## config.mk

```make
export PLATFORM = sky130hd
export DESIGN_NAME = ccu_mw_add_seq
export DESIGN_NICKNAME = d
export VERILOG_FILES = /design/src/rtl/ccu_seq_pkg.sv /design/src/rtl/ccu_word_adder.sv /design/src/rtl/ccu_mw_add_seq.sv
export SDC_FILE = /design/constraint.sdc
export NUM_CORES = 1
export LEC_CHECK = 0
export BUFFER_PORTS_ARGS = -buffer_cell sky130_fd_sc_hd__buf_4
export CAP_MARGIN = 20
export CORE_ASPECT_RATIO = 2
export CORE_MARGIN = 5
export CORE_UTILIZATION = 40
export CTS_CLUSTER_SIZE = 16
export DETAILED_ROUTE_END_ITERATION = 7
export PLACE_DENSITY = 0.82
export SETUP_SLACK_MARGIN = 0.1
export SYNTH_ARGS = -nofsm -noshare
export SYNTH_HDL_FRONTEND = slang
export SYNTH_SLANG_ARGS = --single-unit
```

## constraint.sdc

```tcl
create_clock -name CLK -period 8.1 [get_ports CLK]
set_input_delay 0.81 -clock CLK [delete_from_list [all_inputs] [get_ports CLK]]
set_output_delay 0.81 -clock CLK [all_outputs]
set_load 0.1 [all_outputs]
```

## src/rtl/ccu_seq_pkg.sv

```systemverilog
// Shared types and width helpers for the multi-word add/subtract sequencer.
package ccu_seq_pkg;

  typedef enum logic [1:0] {
    IDLE,
    RUN,
    DRAIN,
    FIN
  } seq_state_t;

  // NWORDS must be able to hold MAX_WORDS itself, hence the +1.
  function automatic int calc_cnt_w(input int max_words);
    return $clog2(max_words + 1);
  endfunction

  function automatic int calc_addr_w(input int max_words);
    return (max_words > 1) ? $clog2(max_words) : 1;
  endfunction

endpackage

```

## src/rtl/ccu_word_adder.sv

```systemverilog
// WORD_W-bit ripple-carry adder built from two-bit slices; also exposes the
// carry into the MSB so the caller can derive signed overflow.
module ccu_word_adder #(
  parameter int WORD_W = 16
) (
  input  logic [WORD_W-1:0] a,
  input  logic [WORD_W-1:0] b,
  input  logic              cin,
  output logic [WORD_W-1:0] sum,
  output logic              cout,
  output logic              c_msb_in
);

  always_comb begin
    logic c;
    logic c_mid;
    c        = cin;
    c_mid    = cin;
    sum      = '0;
    cout     = 1'b0;
    c_msb_in = 1'b0;
    for (int i = 0; i < WORD_W / 2; i++) begin
      sum[2*i]   = a[2*i] ^ b[2*i] ^ c;
      c_mid      = (a[2*i] & b[2*i]) | (a[2*i] & c) | (b[2*i] & c);
      sum[2*i+1] = a[2*i+1] ^ b[2*i+1] ^ c_mid;
      c          = (a[2*i+1] & b[2*i+1]) | (a[2*i+1] & c_mid) | (b[2*i+1] & c_mid);
    end
    // After the last slice, c_mid is the carry entering bit WORD_W-1.
    cout     = c;
    c_msb_in = c_mid;
  end

endmodule

```

## src/rtl/ccu_mw_add_seq.sv

```systemverilog
// Multi-word add/subtract sequencer streaming operands through one shared word adder.
// Define CCU_SEQ_FLAGS_EN to build the OVFL and ZERO flag logic; otherwise both read 0.
module ccu_mw_add_seq
  import ccu_seq_pkg::*;
#(
  parameter  int WORD_W    = 16,
  parameter  int MAX_WORDS = 8,
  localparam int CNT_W     = calc_cnt_w(MAX_WORDS),
  localparam int ADDR_W    = calc_addr_w(MAX_WORDS)
) (
  input  logic              CLK,
  input  logic              RST,
  input  logic              START,
  input  logic              OP_SUB,
  input  logic [CNT_W-1:0]  NWORDS,
  output logic              BUSY,
  output logic              DONE,
  output logic              RD_EN,
  output logic [ADDR_W-1:0] RD_ADDR,
  input  logic [WORD_W-1:0] RD_A,
  input  logic [WORD_W-1:0] RD_B,
  output logic              WR_EN,
  output logic [ADDR_W-1:0] WR_ADDR,
  output logic [WORD_W-1:0] WR_DATA,
  output logic              CARRY_OUT,
  output logic              OVFL,
  output logic              ZERO
);

  seq_state_t        state, state_nxt;
  logic [CNT_W-1:0]  n_q, n_clamped;
  logic [ADDR_W-1:0] rd_cnt, wr_addr_q;
  logic              op_sub_q, carry_q, carry_out_q, wr_valid;
  logic              accept, last_issue;
  logic [WORD_W-1:0] b_eff, sum;
  logic              cout;
`ifdef CCU_SEQ_FLAGS_EN
  logic              c_msb_in;
`endif

  assign n_clamped  = (NWORDS > CNT_W'(MAX_WORDS)) ? CNT_W'(MAX_WORDS) : NWORDS;
  assign accept     = (state == IDLE) && START;
  assign last_issue = ((CNT_W'(rd_cnt) + CNT_W'(1)) == n_q);

  // Subtraction is A + ~B with the carry register preloaded to 1.
  assign b_eff = op_sub_q ? ~RD_B : RD_B;

  ccu_word_adder #(
    .WORD_W (WORD_W)
  ) u_adder (
    .a        (RD_A),
    .b        (b_eff),
    .cin      (carry_q),
    .sum      (sum),
    .cout     (cout),
`ifdef CCU_SEQ_FLAGS_EN
    .c_msb_in (c_msb_in)
`else
    .c_msb_in ()
`endif
  );

  always_ff @(posedge CLK) begin
    if (RST) state <= IDLE;
    else     state <= state_nxt;
  end

  always_comb begin
    state_nxt = state;
    case (state)
      IDLE:    if (START) state_nxt = (n_clamped == '0) ? FIN : RUN;
      RUN:     if (last_issue) state_nxt = DRAIN;
      DRAIN:   state_nxt = FIN;
      FIN:     state_nxt = IDLE;
      default: state_nxt = IDLE;
    endcase
  end

  always_comb begin
    BUSY    = (state == RUN) || (state == DRAIN);
    DONE    = (state == FIN);
    RD_EN   = (state == RUN);
    RD_ADDR = RD_EN ? rd_cnt : '0;
    WR_EN   = wr_valid;
    WR_ADDR = wr_valid ? wr_addr_q : '0;
    WR_DATA = wr_valid ? sum : '0;
  end

  // Read data lands one cycle after the strobe, so the write side trails the read side by one.
  always_ff @(posedge CLK) begin
    if (RST) begin
      n_q         <= '0;
      op_sub_q    <= 1'b0;
      rd_cnt      <= '0;
      wr_addr_q   <= '0;
      wr_valid    <= 1'b0;
      carry_q     <= 1'b0;
      carry_out_q <= 1'b0;
    end else begin
      wr_valid <= (state == RUN);
      if (accept) begin
        n_q         <= n_clamped;
        op_sub_q    <= OP_SUB;
        rd_cnt      <= '0;
        carry_q     <= OP_SUB;
        carry_out_q <= 1'b0;
      end
      if (state == RUN) begin
        rd_cnt    <= rd_cnt + ADDR_W'(1);
        wr_addr_q <= rd_cnt;
      end
      if (wr_valid) carry_q <= cout;
      if (state == DRAIN) carry_out_q <= cout;
    end
  end

  assign CARRY_OUT = carry_out_q;

`ifdef CCU_SEQ_FLAGS_EN
  logic ovfl_q, zero_q;

  // ZERO starts true so an empty operation reports zero, then ANDs in every written word.
  always_ff @(posedge CLK) begin
    if (RST) begin
      ovfl_q <= 1'b0;
      zero_q <= 1'b0;
    end else begin
      if (accept) begin
        ovfl_q <= 1'b0;
        zero_q <= 1'b1;
      end
      if (wr_valid) zero_q <= zero_q & (sum == '0);
      if (state == DRAIN) ovfl_q <= c_msb_in ^ cout;
    end
  end

  assign OVFL = ovfl_q;
  assign ZERO = zero_q;
`else
  assign OVFL = 1'b0;
  assign ZERO = 1'b0;
`endif

endmodule
```

# Word level (Yosys, flattened, before mapping)
# Index checks and enable logic that the tools add are counted.
op_classes:
  mux: 15
  eq_ne: 6
  mul: 0
  n_bitwise: 113
  div: 0
  shifts: 0
  add_sub_neg: 2
  magnitude_cmp: 1
  n_reduce_logical: 8
ops:
  columns: ["cell", "n"]
  rows:
  - ["bitwise AND 1 bit", 48]
  - ["two-way mux 16 bit", 2]
  - ["bitwise OR 1 bit", 32]
  - ["XOR 1 bit", 32]
  - ["NOT 16 bit", 1]
  - ["two-way mux 3 bit", 4]
  - ["case mux 2 bit (4 select lines)", 1]
  - ["two-way mux 2 bit", 3]
  - ["nonzero test 2 bit", 3]
  - ["adder 3 x 1 -> 4 bit, second input constant", 1]
  - ["== test 2 bit, second input constant", 2]
  - ["== test 4 bit", 1]
  - ["greater-than comparator 4 bit, second input constant", 1]
  - ["logical NOT 4 bit", 1]
  - ["two-way mux 1 bit", 4]
  - ["two-way mux 4 bit", 1]
  - ["adder 3 x 1 -> 3 bit, second input constant", 1]
  - ["== test 2 x 1 -> 1 bit, second input constant", 1]
  - ["logical NOT 2 bit", 1]
  - ["!= test 2 x 1 -> 1 bit, second input constant", 1]
  - ["!= test 2 bit, second input constant", 1]
  - ["AND reduction 2 bit", 1]
  - ["logical AND 1 bit", 1]
  - ["logical OR 1 bit", 1]
word_totals:
  ramBits: 0
  word_cells: 153
  in_bits: 40
  latch_bits: 0
  out_inout_bits: 29
  romBits: 0
  reg_bits: 16
  memories: 0

# Depth between registers and ports, before layout
# Gate-level depths: netlist (run 1).
depth:
  ltp_word: 51
  ltp_mapped: 23
  depth_no_buf: 21

# By module
# From an unflattened synthesis (run 1), not the netlist that was laid out.
unflattened:
  hier_cells: 160
  area_unflattened_um2: 1471.4
modules_own_cells:
  columns: ["mod", "area_each_um2", "cells_per_inst", "n_inst"]
  rows:
  - ["ccu_mw_add_seq", 1113.6, 134, 1]
  - ["ccu_word_adder", 357.8, 26, 1]

# Worst setup path after synthesis (run 1)
# Ideal clock, no wire load.
synth_timing:
  path_kind: "in2out"
  from: "in RD_B[0]"
  to: "out WR_DATA[15]"
  path_slack_ns: -0.779
  required_time_ns: 7.290
  arrival_time_ns: 8.069
  path_stages: 20
  n_path_buf: 0
  cell_sequence: "xnor2_1 fa_1 fa_1 inv_1 fa_1 fa_1 fa_1 fa_1 fa_1 fa_1 fa_1 fa_1 fa_1 fa_1 fa_1 fa_1 fa_1 inv_1 fa_1 nor2b_1"
synth_via:
  elab_chain_len: 49
synth_lines:
  columns: ["item", "line", "source"]
  rows:
  - ["start: declaration", "ccu_mw_add_seq.sv:21", "input logic [WORD_W-1:0] RD_B,"]
  - ["NOT 16 bit", "ccu_mw_add_seq.sv:46", "assign b_eff = op_sub_q ? ~RD_B : RD_B;"]
  - ["two-way mux 16 bit *", "ccu_mw_add_seq.sv:46", null]
  - ["bitwise AND 1 bit", "ccu_word_adder.sv:24", "c_mid = (a[2*i] & b[2*i]) | (a[2*i] & c) | (b[2*i] & c);"]
  - ["bitwise OR 1 bit", "ccu_word_adder.sv:24", null]
  - ["bitwise OR 1 bit *", "ccu_word_adder.sv:24", null]
  - ["bitwise AND 1 bit", "ccu_word_adder.sv:26", "c = (a[2*i+1] & b[2*i+1]) | (a[2*i+1] & c_mid) | (b[2*i+1] & c_mid);"]
  - ["bitwise OR 1 bit", "ccu_word_adder.sv:26", null]
  - ["bitwise OR 1 bit *", "ccu_word_adder.sv:26", null]
  - ["(+33 left out)", null, null]
  - ["bitwise AND 1 bit", "ccu_word_adder.sv:26", null]
  - ["bitwise OR 1 bit", "ccu_word_adder.sv:26", null]
  - ["bitwise OR 1 bit *", "ccu_word_adder.sv:26", null]
  - ["bitwise AND 1 bit", "ccu_word_adder.sv:24", null]
  - ["bitwise OR 1 bit", "ccu_word_adder.sv:24", null]
  - ["bitwise OR 1 bit *", "ccu_word_adder.sv:24", null]
  - ["XOR 1 bit *", "ccu_word_adder.sv:25", "sum[2*i+1] = a[2*i+1] ^ b[2*i+1] ^ c_mid;"]
  - ["two-way mux 16 bit *", "ccu_mw_add_seq.sv:86", "WR_DATA = wr_valid ? sum : '0;"]
  - ["end: declaration", "ccu_mw_add_seq.sv:24", "output logic [WORD_W-1:0] WR_DATA,"]
# Mark *: on every way between the ends. The rest lies on a longest branch, timed or not.

# Final worst setup path (run 1)
# Ends and elaborated chain as after synthesis.

==> results.py, run 1 <==
metrics = {
    "route": {
        "ant_nets": 0,
        "met3WireLength_um": 203,
        "drt-met1-wl_um": 1190,
        "routed.top_layer": "met4",
        "wl_um": 3850,
        "route.met2.wl_um": 2360,
        "wl_per_cell_um": 14.5,
        "drc": 0,
        "first_pass_iters": 4,
        "viasPerCell": 4.70,
        "route.vias.total": 1251,
        "drt-initial-drc-count": 17,
    },
    "clock_network": {
        "cts.sinks": 16,
        "cts_tree": "done",
        "cts-hold-fix-buffers": 0,
        "clk_pin_slew_worst_paths_ns": 0.06,
        "clk_latency_ns": 0.26,
        "cts_root_buf": "clkbuf_8",
        "cts_setup_buffers": 0,
        "htree_num_levels": 1,
        "clock_path_buffers": 2,
        "cts_inserted_buffers": 3,
    },
    "sta": {
        "clock_skew_ns": 0.00554,
        "slew_headroom_pct": 60.8,
        "period_minus_slack_ns": 7.89,
        "timing.fmax_mhz": 127,
        "worst_pin_slew_ns": 0.587,
        "finalSetupTns_ns": 0,
        "final-hold-violation-count": 0,
        "rsz0062_at_grt": "yes",
        "hold_slack_ns": 0.484,
        "finalMaxSlewViolations": 0,
        "finalCritPeriodShare_pct": 97.4,
        "worst_slack_ns": 0.212,
        "finalSetupViolations": 0,
    },
    "die": {
        "start_util_pct": 40.8,
        "fp-row-count": 31,
        "die_w_um": 52.7,
        "die_area_sq_mm": 0.00502,
        "boundaryPins": 69,
        "fp.dieH_um": 95.3,
        "core-area_sq_mm": 0.00357,
    },
    "yosys": {
        "synth_ff_type": "dfxtp_1",
        "yosysTopAreaCellShare_pct": 22.0,
        "ys_top_cells_by_count": "and2_1 (19), dfxtp_1 (16), fa_1 (16), xor2_1 (13)",
        "seq_area_frac_synth_pct": 22.0,
        "async_flop_share_pct": 0,
        "synth_cells": 155,
        "synthDistinctLibCells": 36,
        "synth_area_sq_mm": 0.00146,
        "synth_edf_count": 0,
        "synth_area_leader_cell": "dfxtp_1",
        "syn_avg_cell_area_sq_um": 9.39,
        "synth_area_leaders": "dfxtp_1 (22%), fa_1 (22%), and2_1 (8.2%)",
        "synth.most_common_cell": "and2_1",
        "yosys_warnings": 0,
        "synth-seq-cells": 16,
    },
    "worst_setup_path": {
        "startpoint_type": "primary input",
        "worstSetupEndpointType": "output pin",
        "crit_required_ns": 7.29,
        "crit_chain": "buf_4, xnor2_2, fa_2, fa_1, inv_1, fa_2, fa_2, fa_2, fa_1, fa_2, fa_2, fa_2, fa_2, fa_2, fa_2, fa_2, fa_1, fa_1, inv_1, fa_1, nor2b_4, buf_12",
        "worstRegToRegCells": 21,
        "cpMostUsedCell": "fa_2",
        "critPathKind": "primary input to output pin",
        "crit_slowest_cell": "fa_1",
        "cp_max_fo": 1,
        "arrival_ns": 7.08,
        "cp_slowest_stage_delay_ns": 0.43,
    },
    "run": {
        "cap_viol_max_count": 0,
    },
    "outcome": {
        "status": "finished, final reports clean",
    },
    "power_and_ir_drop": {
        "total_power_mw": 0.550,
        "p_seq_share_pct": 19.2,
        "power_density_mw_per_mm2": 265,
        "p_clk_share_pct": 13.1,
        "p_comb_share_pct": 67.8,
        "switching_power_mw": 0.303,
        "total_leakage_power_nw": 0.967,
        "switching_share_pct": 55.0,
        "power.internal_mw": 0.247,
        "ir_drop_mv": 0.322,
    },
    "layout": {
        "diodes": 0,
        "drive_gt1_share_pct": 41.5,
        "area_delta_synth_final_pct": 42.4,
        "finalNonFillerCells": 266,
        "nets": 280,
    },
    "placed_design": {
        "hpwlAfterDp_um": 3190,
        "placed_cells": 262,
        "port_buffers": 66,
        "globalplace.congestion": 0.724,
        "post-place-ws_ns": -0.173,
    },
    "grt": {
        "overflow": 0,
        "grt_pass1_wl_um": 5940,
        "track_usage_pct": 16.1,
        "grt_pass1_vias": 1304,
        "antenna_found_initial": 0,
        "grt_max_degree": 23,
    },
    "hold_path": {
        "min_path_type": "register to register",
        "hold_depth": 2,
    },
}
==> flip-flops by register name, summed over array words and instances, names as in the netlist <==
register	flops
WR_EN	1
state	2
n_q	4
carry_q	1
CARRY_OUT	1
op_sub_q	1
wr_addr_q	3
rd_cnt	3
==> worst paths after layout <==
kind | slack, ns | end | startpoint
worst min-delay path | 0.48 | wr_addr_q[1]$_SDFFE_PP0P_ | wr_addr_q[1]$_SDFFE_PP0P_
worst max register to register | 1.78 | CARRY_OUT$_SDFFE_PP0P_ | op_sub_q$_SDFFE_PP0P_
worst min register to register | 0.48 | wr_addr_q[1]$_SDFFE_PP0P_ | wr_addr_q[1]$_SDFFE_PP0P_
worst max-delay path | 0.21 | WR_DATA[15] | RD_B[0]
==> through the flow <==
stage,cell area (sq um),utilization (%)
2_1_floorplan,1480,-
3_3_place_gp,1990,55.7
3_5_place_dp,1990,55.7
4_1_cts,2060,57.9
5_1_grt,2070,58.1
6_report,2070,58.1
==> repair_timing <==
action | 4_1_cts | 5_1_grt
gates cloned | 0 | 0
endpoints found under the setup margin | 1 | 1
pin swaps | 2 | 2
gates resized for setup | 7 | 3
==> metal layers <==
metal  up-vias  GRT usage [%]
met5         -              0
met4         0           7.68
met3         7           1.72
met2        43           32.7
met1       588           14.7
li1        613              -
==> worst max-delay path: cells and delay by family <==
kind,cells,cell delay (ns)
adder cells (fa/ha/maj),16,5.52
XOR/XNOR,1,0.15
buffers and inverters,4,0.44
AND/OR/NAND/NOR,1,0.15
==> cell type report <==
| type | instances | area [sq um] |
|---|---|---|
| fill | 345 | 1500 |
| multi-input combinational | 120 | 1080 |
| timing repair buffer | 67 | 515 |
| tap | 49 | 61.3 |
| clock buffer | 4 | 55.1 |
| sequential | 16 | 320 |
| inverter | 10 | 38.8 |
==> cell families after synthesis <==
family | Yosys count | share of synthesized area [%]
and+or+nand+nor | 53 | 19.9
other | 1 | 0.258
xor gates and xnor gates | 18 | 11.4
DFF | 16 | 22.0
buffers and inverters | 20 | 6.88
muxes | 5 | 3.61
adders and majority gates | 22 | 27.2
AOI/OAI and AO/OA | 20 | 8.86
==> layout by cell type, fill, tap and decap left out, drive strengths merged, types with 4 or more instances in the layout <==
master  count
xnor2       5
and2       19
buf        67
nand2       6
dfxtp      16
clkbuf      4
ha          6
a21oi      12
xor2       13
inv         9
nor2       12
fa         16
==> power by group through the flow <==
stage / sequential [mW] / combinational (mW) / clock (mW)
floorplan: 0.109 / 0.284 / 0
global placement: 0.107 / 0.355 / 0
detailed placement: 0.107 / 0.368 / 0
CTS: 0.106 / 0.373 / 0.0733
global route: 0.109 / 0.399 / 0.0755
finish: 0.105 / 0.372 / 0.0718
(Power assumes the default switching activity.)
==> inputs of run 2 (changes only) <==
- PLACE_DENSITY: 0.82 -> 0.81
- SYNTH_HIERARCHICAL: unset -> 1
==> results.py, run 2 <==
metrics = {
    "worst_setup_path": {
        "critPathKind": "primary input to output pin",
        "crit_start": "RD_B[0]",
        "worstSetupEndpointType": "output pin",
        "cp_max_fo": 1,
        "worstRegToRegCells": 23,
        "r2r-end": "carry_q$_SDFFE_PP0P_",
        "rrSetupSlack_ns": 1.74,
        "startpoint_type": "primary input",
        "crit_required_ns": 7.29,
        "arrival_ns": 7.23,
        "worstReg2RegStart": "op_sub_q$_SDFFE_PP0P_",
    },
    "hold_path": {
        "min_to": "wr_addr_q[0]$_SDFFE_PP0P_",
        "min_path_type": "register to register",
        "hold_depth": 2,
        "hp-start": "wr_addr_q[0]$_SDFFE_PP0P_",
    },
    "clock_network": {
        "clock_path_buffers": 2,
        "cts_root_buf": "clkbuf_8",
        "clk_latency_ns": 0.26,
        "cts.sinks": 16,
        "cts_tree": "done",
        "cts_inserted_buffers": 3,
        "clk_pin_slew_worst_paths_ns": 0.06,
        "htree_num_levels": 1,
    },
    "sta": {
        "finalSetupViolations": 0,
        "clock_skew_ns": 0.00372,
        "timing.fmax_mhz": 124,
        "worst_slack_ns": 0.0626,
        "finalMaxSlewViolations": 0,
        "rsz0062_at_grt": "yes",
        "period_minus_slack_ns": 8.04,
        "worst_pin_slew_ns": 0.532,
        "finalCritPeriodShare_pct": 99.2,
        "final-hold-violation-count": 0,
        "slew_headroom_pct": 64.5,
    },
    "placed_design": {
        "placed_cell_area_sq_mm": 0.00198,
        "globalplace.congestion": 0.832,
        "port_buffers": 66,
        "hpwlAfterDp_um": 3140,
        "post-place-ws_ns": -0.592,
    },
    "die": {
        "start_util_pct": 40.8,
        "core-area_sq_mm": 0.00361,
        "fp-row-count": 31,
        "fp.dieH_um": 95.8,
        "boundaryPins": 69,
        "die_w_um": 52.9,
        "die_area_sq_mm": 0.00506,
    },
    "power_and_ir_drop": {
        "power_density_mw_per_mm2": 261,
        "ir_drop_mv": 0.215,
        "total_leakage_power_nw": 0.999,
        "total_power_mw": 0.543,
    },
    "layout": {
        "top_register": "n_q",
        "largest_register_ffs": 4,
        "reg_top3": "n_q x4, rd_cnt x3, wr_addr_q x3",
        "area_delta_synth_final_pct": 41.3,
        "nets": 285,
        "final_util_pct": 57.6,
        "postLayoutCellArea_sq_mm": 0.00208,
        "fillers": 342,
        "diodes": 0,
        "mostFrequentLayoutCell": "buf_4",
        "layout_common_cells": "buf_4 (66), and2_1 (20), dfxtp_1 (16), xor2_1 (16)",
        "drive_gt1_share_pct": 40.5,
    },
    "grt": {
        "overflow": 0,
        "grt_max_degree": 23,
        "grt_pass1_vias": 1399,
        "track_usage_pct": 16.5,
        "antenna_found_initial": 0,
        "grt_pass1_wl_um": 6220,
    },
    "yosys": {
        "seq_area_frac_synth_pct": 21.8,
        "synth_ff_type": "dfxtp_1",
        "synth_edf_count": 0,
        "synth_cells": 160,
        "yosysTopAreaCellShare_pct": 21.8,
        "syn_avg_cell_area_sq_um": 9.20,
        "yosys_warnings": 6,
        "synth_area_leaders": "dfxtp_1 (22%), fa_1 (22%), xor2_1 (9.5%)",
        "ys_top_cells_by_count": "and2_1 (22), dfxtp_1 (16), fa_1 (16), xor2_1 (16)",
        "synth_area_sq_mm": 0.00147,
        "async_flop_share_pct": 0,
        "synthDistinctLibCells": 37,
        "synth.most_common_cell": "and2_1",
        "synth-seq-cells": 16,
        "synth_area_leader_cell": "dfxtp_1",
    },
    "outcome": {
        "status": "finished, final reports clean",
    },
    "route": {
        "wl_um": 3790,
        "drc": 0,
        "wl_per_cell_um": 14.0,
        "ant_nets": 0,
        "first_pass_iters": 4,
        "drt-initial-drc-count": 13,
        "route.vias.total": 1283,
        "viasPerCell": 4.73,
    },
    "run": {
        "cap_viol_max_count": 0,
    },
}
-- run 2: cell types whose count changed after synthesis, sizes merged --
cell    change
nor2b       -2
xor2        +3
nor3        +1
and2        +3
inv         +4
a211oi      -1
mux2        -1
nand3b      +1
nor2        -1
a21oi       +1
xnor2       -3
-- run 2: final cells by class --
type,count,area (sq um),area share (%)
Multi-Input combinational cell,121,1070,51.6
Timing Repair Buffer,67,515,24.8
Sequential cell,16,320,15.4
Tap cell,49,61.3,2.95
Clock buffer,4,55.1,2.65
Inverter,14,53.8,2.59
-- run 2: how the worst max path moves through the flow --
stage | slack (ns) | depth (start not counted) | end
2_1_floorplan | -0.03 | 22 | WR_DATA[15]
3_3_place_gp | -0.35 | 24 | WR_DATA[15]
3_5_place_dp | -0.59 | 24 | WR_DATA[15]
4_1_cts | 0.04 | 24 | WR_DATA[15]
5_1_grt | -0.08 | 24 | WR_DATA[15]
6_report | 0.06 | 24 | WR_DATA[15]
-- run 2: timing repair --
action | 4_1_cts | 5_1_grt
hold buffers | 0 | 0
pin swaps | 0 | 0
resized for setup | 14 | 1
setup endpoints to repair | 2 | 1
setup buffers | 0 | 0
-- run 2: critical path, stage by stage --
cell and delay, ns:
buf_4 0.11, xor2_1 0.13, inv_1 0.08, fa_1 0.18, inv_1 0.05, fa_1 0.38, fa_2 0.36, fa_2 0.35
fa_2 0.35, fa_2 0.34, fa_2 0.35, fa_2 0.36, fa_2 0.36, fa_2 0.35, fa_2 0.35, fa_2 0.35
fa_2 0.34, fa_2 0.36, fa_1 0.39, inv_1 0.09, fa_1 0.40, inv_1 0.06, and2_4 0.14, buf_12 0.17
-- run 2: kinds of logic after synthesis --
group	count (synthesis)	share of synthesized area (%)
compound gates	20	8.59
other cells	1	0.255
flops	16	21.8
buf+inv	24	7.82
fa+ha+maj	22	26.9
xor+xnor	18	11.2
simple gates	55	20.7
mux	4	2.81
-- run 2: per-stage QoR --
step	hold slack [ns]	TNS, ns	std cells
2_1_floorplan	0.448	-0.0290	161
3_3_place_gp	0.460	-0.352	267
3_5_place_dp	0.488	-0.758	267
4_1_cts	0.503	0	271
5_1_grt	0.513	-0.0835	271
6_report	0.499	0	271
-- run 2: layer usage --
layer / share of wire [%] / wire, um / up-vias / track usage (%)
met5: 0 / 0 / - / 0
met2: 58 / 2200 / 45 / 32.6
met1: 31 / 1190 / 604 / 15.7
met3: 6.4 / 242 / 13 / 2.33
li1: - / - / 621 / -
met4: 4.3 / 163 / 0 / 7.89
-- run 2: power breakdown --
part	leakage [nW]	internal (mW)	total (mW)	switching [mW]
Combinational	0.840	0.110	0.366	0.256
Sequential	0.130	0.0900	0.105	0.0145
Clock	0.0288	0.0432	0.0725	0.0293
